**config.mk**
```make
export PLATFORM = sky130hd
export DESIGN_NAME = vector_alu_issue
export DESIGN_NICKNAME = d
export VERILOG_FILES = /design/src/rtl/alu_pkg.sv /design/src/rtl/alu_ctrl_decode.sv /design/src/rtl/vector_alu_issue.sv
export SDC_FILE = /design/constraint.sdc
export NUM_CORES = 1
export LEC_CHECK = 0
export ABC_CLOCK_PERIOD_IN_PS = 2300
export CELL_PAD_IN_SITES_DETAIL_PLACEMENT = 1
export CELL_PAD_IN_SITES_GLOBAL_PLACEMENT = 1
export CORE_MARGIN = 2
export CORE_UTILIZATION = 30
export CTS_CLUSTER_DIAMETER = 120
export CTS_CLUSTER_SIZE = 16
export DETAILED_ROUTE_END_ITERATION = 10
export HOLD_SLACK_MARGIN = 0.03
export PLACE_DENSITY = 0.73
export SLEW_MARGIN = 10
export SYNTH_ARGS = -nofsm -noshare
export SYNTH_HDL_FRONTEND = slang
export SYNTH_SLANG_ARGS = --single-unit
export TNS_END_PERCENT = 5
```
**constraint.sdc**
```tcl
create_clock -name clk -period 2.3 [get_ports clk]
set_input_delay 0.46 -clock clk [delete_from_list [all_inputs] [get_ports clk]]
set_output_delay 0.46 -clock clk [all_outputs]
set_load 0.01 [all_outputs]
```
**src/rtl/alu_pkg.sv**
```systemverilog
// alu_pkg: shared ALU control codes, decoded opcodes and sequencer state for vector_alu_issue
package alu_pkg;
  localparam logic [2:0] ALU_ADD = 3'b000;
  localparam logic [2:0] ALU_SUB = 3'b001;
  localparam logic [2:0] ALU_MUL = 3'b010;
  localparam logic [5:0] OP_RTYPE = 6'b000000;
  localparam logic [5:0] OP_VRTYPE = 6'b100000;
  localparam logic [5:0] OP_ADDI = 6'b001000;
  localparam logic [5:0] OP_MULI = 6'b001010;
  localparam logic [5:0] OP_BEQ = 6'b000100;
  typedef enum logic {IDLE, ISSUE} state_t;
endpackage

```
**src/rtl/alu_ctrl_decode.sv**
```systemverilog
// alu_ctrl_decode: combinational opcode/func/aluop -> ALU control, vector flag, illegal flag
module alu_ctrl_decode
  import alu_pkg::*;
(
  input  logic [5:0] opcode,
  input  logic [2:0] func,
  input  logic       aluop,
  output logic [2:0] ctrl,
  output logic       vector,
  output logic       illegal
);
  always_comb begin
    ctrl = ALU_ADD;
    vector = 1'b0;
    illegal = 1'b0;
    if (aluop) begin
      case (opcode)
        OP_RTYPE: ctrl = func;
        OP_VRTYPE: begin
          ctrl = func;
          vector = 1'b1;
        end
        OP_ADDI: ctrl = ALU_ADD;
        OP_MULI: ctrl = ALU_MUL;
        OP_BEQ: ctrl = ALU_SUB;
        default: illegal = 1'b1;
      endcase
    end
  end
endmodule

```
**src/rtl/vector_alu_issue.sv**
```systemverilog
// vector_alu_issue: accepts one instruction per handshake and issues its ALU control as scalar or lane-group beats
module vector_alu_issue
  import alu_pkg::*;
#(
  parameter int LANES = 16,
  parameter int GROUP = 4,
  parameter int VL_W = $clog2(LANES + 1)
) (
  input  logic                     clk,
  input  logic                     rst,
  input  logic                     in_valid,
  output logic                     in_ready,
  input  logic [5:0]               in_opcode,
  input  logic [2:0]               in_func,
  input  logic                     in_aluop,
  input  logic [VL_W-1:0]          in_vl,
  output logic                     out_valid,
  input  logic                     out_ready,
  output logic [2:0]               out_ctrl,
  output logic [$clog2(LANES)-1:0] out_lane_base,
  output logic [GROUP-1:0]         out_lane_mask,
  output logic                     out_scalar,
  output logic                     out_last,
  output logic                     illegal
);
  localparam int BW = $clog2(LANES);
  state_t state_q, state_d;
  logic [2:0] ctrl_q, ctrl_d, dec_ctrl;
  logic [BW-1:0] base_q, base_d;
  logic [VL_W-1:0] rem_q, rem_d, vl_clamp;
  logic scalar_q, scalar_d, ill_q, ill_d, dec_vec, dec_ill, busy, last, accept;
  alu_ctrl_decode u_dec (
    .opcode(in_opcode),
    .func(in_func),
    .aluop(in_aluop),
    .ctrl(dec_ctrl),
    .vector(dec_vec),
    .illegal(dec_ill)
  );
  assign busy = state_q == ISSUE;
  assign last = busy && rem_q <= VL_W'(GROUP);
  // reset gates in_ready so nothing is accepted in the reset cycle
  assign in_ready = !rst && (!busy || (last && out_ready));
  assign accept = in_valid && in_ready;
  assign vl_clamp = (in_vl == '0 || in_vl > VL_W'(LANES)) ? VL_W'(LANES) : in_vl;
  always_comb begin
    state_d = state_q;
    ctrl_d = ctrl_q;
    base_d = base_q;
    rem_d = rem_q;
    scalar_d = scalar_q;
    ill_d = 1'b0;
    if (busy && out_ready) begin
      state_d = last ? IDLE : ISSUE;
      base_d = base_q + BW'(GROUP);
      rem_d = rem_q - VL_W'(GROUP);
    end
    // a new accept overrides the retiring beat, giving bubble-free back-to-back issue
    if (accept) begin
      ill_d = dec_ill;
      if (!dec_ill) begin
        state_d = ISSUE;
        ctrl_d = dec_ctrl;
        base_d = '0;
        rem_d = dec_vec ? vl_clamp : VL_W'(1);
        scalar_d = !dec_vec;
      end
    end
  end
  always_ff @(posedge clk) begin
    if (rst) begin
      state_q <= IDLE;
      ctrl_q <= '0;
      base_q <= '0;
      rem_q <= '0;
      scalar_q <= 1'b0;
      ill_q <= 1'b0;
    end else begin
      state_q <= state_d;
      ctrl_q <= ctrl_d;
      base_q <= base_d;
      rem_q <= rem_d;
      scalar_q <= scalar_d;
      ill_q <= ill_d;
    end
  end
  assign out_valid = busy;
  assign out_ctrl = busy ? ctrl_q : '0;
  assign out_lane_base = busy ? base_q : '0;
  // shifting past the group width leaves zero, so a full group falls out naturally
  assign out_lane_mask = busy ? ~({GROUP{1'b1}} << rem_q) : '0;
  assign out_scalar = busy && scalar_q;
  assign out_last = last;
  assign illegal = ill_q;
endmodule
```
==> summary.md <==
| Metric | Value |
|---|---|
| Clock transition at path regs | roughly 0.080 ns |
| GPL Wtd Cong | around 0.72 |
| WL per Instance | ~13 um |
| Hold-fix buffers, CTS | 0 |
| I/O Buffers | 32 |
| Cell Rows | 19 |
| R2R setup slack | between 0.5 and 0.6 ns |
| Largest net degree at the start of global routing | 18 |
| Diode count | 0 |
| Critical path required time | 2.52 ns |
| Sequential share of power | a little under half |
| Max clock buf depth | 2 |
| Fill count | ~340 |
| Critical Path Start Type | input port |
| WHS Path Cells | 2 |
| Most frequent cells in the layout | clkdlybuf4s50_1, dfxtp_1, inv_1, buf_4 |
| Worst setup EP type | flip-flop |
| Post-synth top area share | between 20% and 30% |
| Hold crit path type | reg2reg |
| PwrDens | 400.1 nW/um^2 |
| 1st-pass router iterations | 4 |
| HP Start | ctrl_q[1] |
| Initial antenna violation count | 0 |
| Worst hold margin | about 0.48 ns |
| Fmax | ~0.45 GHz |
| Clock tree sinks | 13 |
| Synth top area cells | dfxtp_1, mux2i_1, mux2_1 |
| Commonest non-fill, non-tap cell in the layout | clkdlybuf4s50_1 |
| Clock Skews | approximately 0.0025 ns |
| ANT nets after route | 0 |
| Nets | between 150 and 200 |
| Initial core utilization | roughly a third |
| Unique masters post-synth | 35 |
| Fin area | 1319 sq um |
| Register area | around 260 sq um |
| Fin crit period | roughly 2.2 ns |
| CTS tree | yes |
| Multi-input logic area | ~600 sq um |
| Area delta synth->final | 48.87% |
| Static Leak | 0.5451 nW |
| Clock Tree Root | clkbuf_4 |
| FF+latch count, synth | 13 |
| Critical path data arrival time | 2.43 ns |
| Final WL | ~2400 um |
| Worst Setup Path Type | in2reg |
| # IOs | 35 |
| Slack of the critical path | roughly 0.096 ns |
| Crit path max fanout | 2 |
| Slowest-stage cell, CP | or4_1 |
| Final setup violation count | 0 |
| # DRC | 0 |
| RR Endpoint | rem_q[3] |
| Die height | approximately 60 um |
| Vias in the first global route | ~950 |
| Global-route wire length before repair | 4291 um |
| Bufs and invs on worst path | 2 |
| Critical path cell sequence | clkdlybuf4s50_1, or4_1, ha_1, buf_4, nor4b_1, mux2_1 |
| Status | finished clean |
| Yosys warns | 0 |
| RSZ-0062 raised after global routing | no |
| Worst path top cell family by delay | simple AND/OR/NAND/NOR gates |
| Pins Over Slew Limit | 0 |
| Logic pwr share | between 20% and 30% |
| Post-placement worst setup slack | -0.2911 ns |
| Post-Synthesis Cells | approximately 100 |
| Layout Utilization | approximately 47% |
| Switch Pwr | ~0.15 mW |
| Vias/cell | 5.040 |
| Die area | 3404 sq um |
| Avg Cell Area, Syn | around 8.5 sq um |
| Final std cells w/o fill | ~180 |
| Switching Fraction | between 20% and 30% |
| Share of layout cells above drive strength 1 | between 10% and 20% |
| Tot GR Track Use | between 10% and 20% |
| Post-DP Area | 1282 sq um |
| Period Utilization, post-route | between 90 and 100% |
| Mapped Area | around 890 sq um |
| Final Hold Viols | 0 |
| H-tree depth | 1 |
| Max IR drop VDD | slightly above 0.0003 V |
| Cell Int Power | 0.3802 mW |
| Max_cap viols | 0 |
| GR Overflow Total | 0 |
| Reg2reg start | rem_q[3] |
| Die X | roughly 58 um |
| Worst R2R Path Depth | 6 |
| Clock share of power | roughly 28% |
| Vias | a little under 900 |
| Largest area contributor in the netlist | dfxtp_1 |
| Final setup TNS | 0 ns |
| Placed Cells | about 170 |
| DR iter-0 viols | 6 |
| Clk_lat worst skew | about 0.28 ns |
| Hold Path End | ctrl_q[1] |
| Core area | approximately 2800 sq um |
| HPWL after DPL | 1884 um |
| CP max stage delay | 0.53 ns |
| Sequential fraction of the synthesis area | roughly 30% |
| CTS Buf Count | 3 |
| Power Total | roughly 0.53 mW |
power groups by stage:
stage / Combinational (mW) / Sequential, mW / Clock (mW)
floorplan: 0.0641 / 0.247 / 0
finish: 0.139 / 0.243 / 0.145
detailed placement: 0.141 / 0.247 / 0
global route: 0.154 / 0.245 / 0.165
CTS: 0.140 / 0.242 / 0.154
global placement: 0.138 / 0.247 / 0
flip-flops by register name (all words and copies together) (netlist names):
name       cells
illegal        1
rem_q          5
out_valid      1
scalar_q       1
ctrl_q         3
base_q         2
synth_stat cells (all sizes together):
cell type,number
a311oi,1
o21ai,2
xor2,3
and3b,1
o211ai,1
or4,1
nand3,4
or4b,1
nand2b,5
o31ai,1
ha,3
nand4,1
a21oi,5
inv,8
a211oi,1
nor2,6
nor3,5
xnor2,1
mux2,4
nor4b,4
o21a,1
or3b,1
conb,1
and2,6
nand2,6
nor3b,1
nor2b,4
clkbuf,3
mux2i,6
o211a,1
a221o,1
dfxtp,13
buf,2
area by class of cell:
type / instances / share of cell area [%]
clock buffer: 4 / 1.992
multi-input combinational: 79 / 44.31
tap: 31 / 2.941
inverter: 8 / 2.277
sequential: 13 / 19.83
timing repair buffer: 40 / 28.65
per-layer routing:
layer | routed length, um | share of wire [%] | GRT usage [%]
met1 | 983 | 42 | 19.13
met2 | 1239 | 53 | 28.89
met3 | 123 | 5.2 | 3.077
met4 | 10 | 0.42 | 7.309
met5 | 0 | 0 | 0
cells by family (layout without fill, tap and decap cells):
| kind of cell | Yosys count | after routing | share of synthesized area [%] |
|---|---|---|---|
| and+or+nand+nor | 46 | 46 | 32.49 |
| AOI/OAI and AO/OA | 14 | 14 | 11.30 |
| DFF | 13 | 13 | 29.38 |
| buffers and inverters | 13 | 52 | 6.355 |
| muxes | 10 | 10 | 11.86 |
| xor gates and xnor gates | 4 | 4 | 3.956 |
| adders and majority gates | 3 | 3 | 4.238 |
| other | 1 | 2 | 0.4233 |
worst min-delay path: cells and delay by family, from the launching register on:
kind             cells  cell delay [ns]
flip-flops           1             0.32
multiplexers         1             0.06
AND/OR/NAND/NOR      1             0.06
timing repair:
action / in CTS / in global routing
setup buffers: 0 / 0
endpoints found under the setup margin: 1 / 4
gates resized for setup: 3 / 2
worst max path at each step:
stage          startpoint  slack [ns]        to  cells after the start
3_3_place_gp    out_ready       -0.28  in_ready                      5
2_1_floorplan    in_vl[3]        0.35  rem_q[1]                      4
4_1_cts          in_vl[3]        0.08  rem_q[2]                      6
3_5_place_dp    out_ready       -0.29  in_ready                      5
6_report         in_vl[3]         0.1  rem_q[2]                      6
5_1_grt          in_vl[3]       0.003  rem_q[2]                      6
No activity file was read; power rests on OpenSTA's default activity.
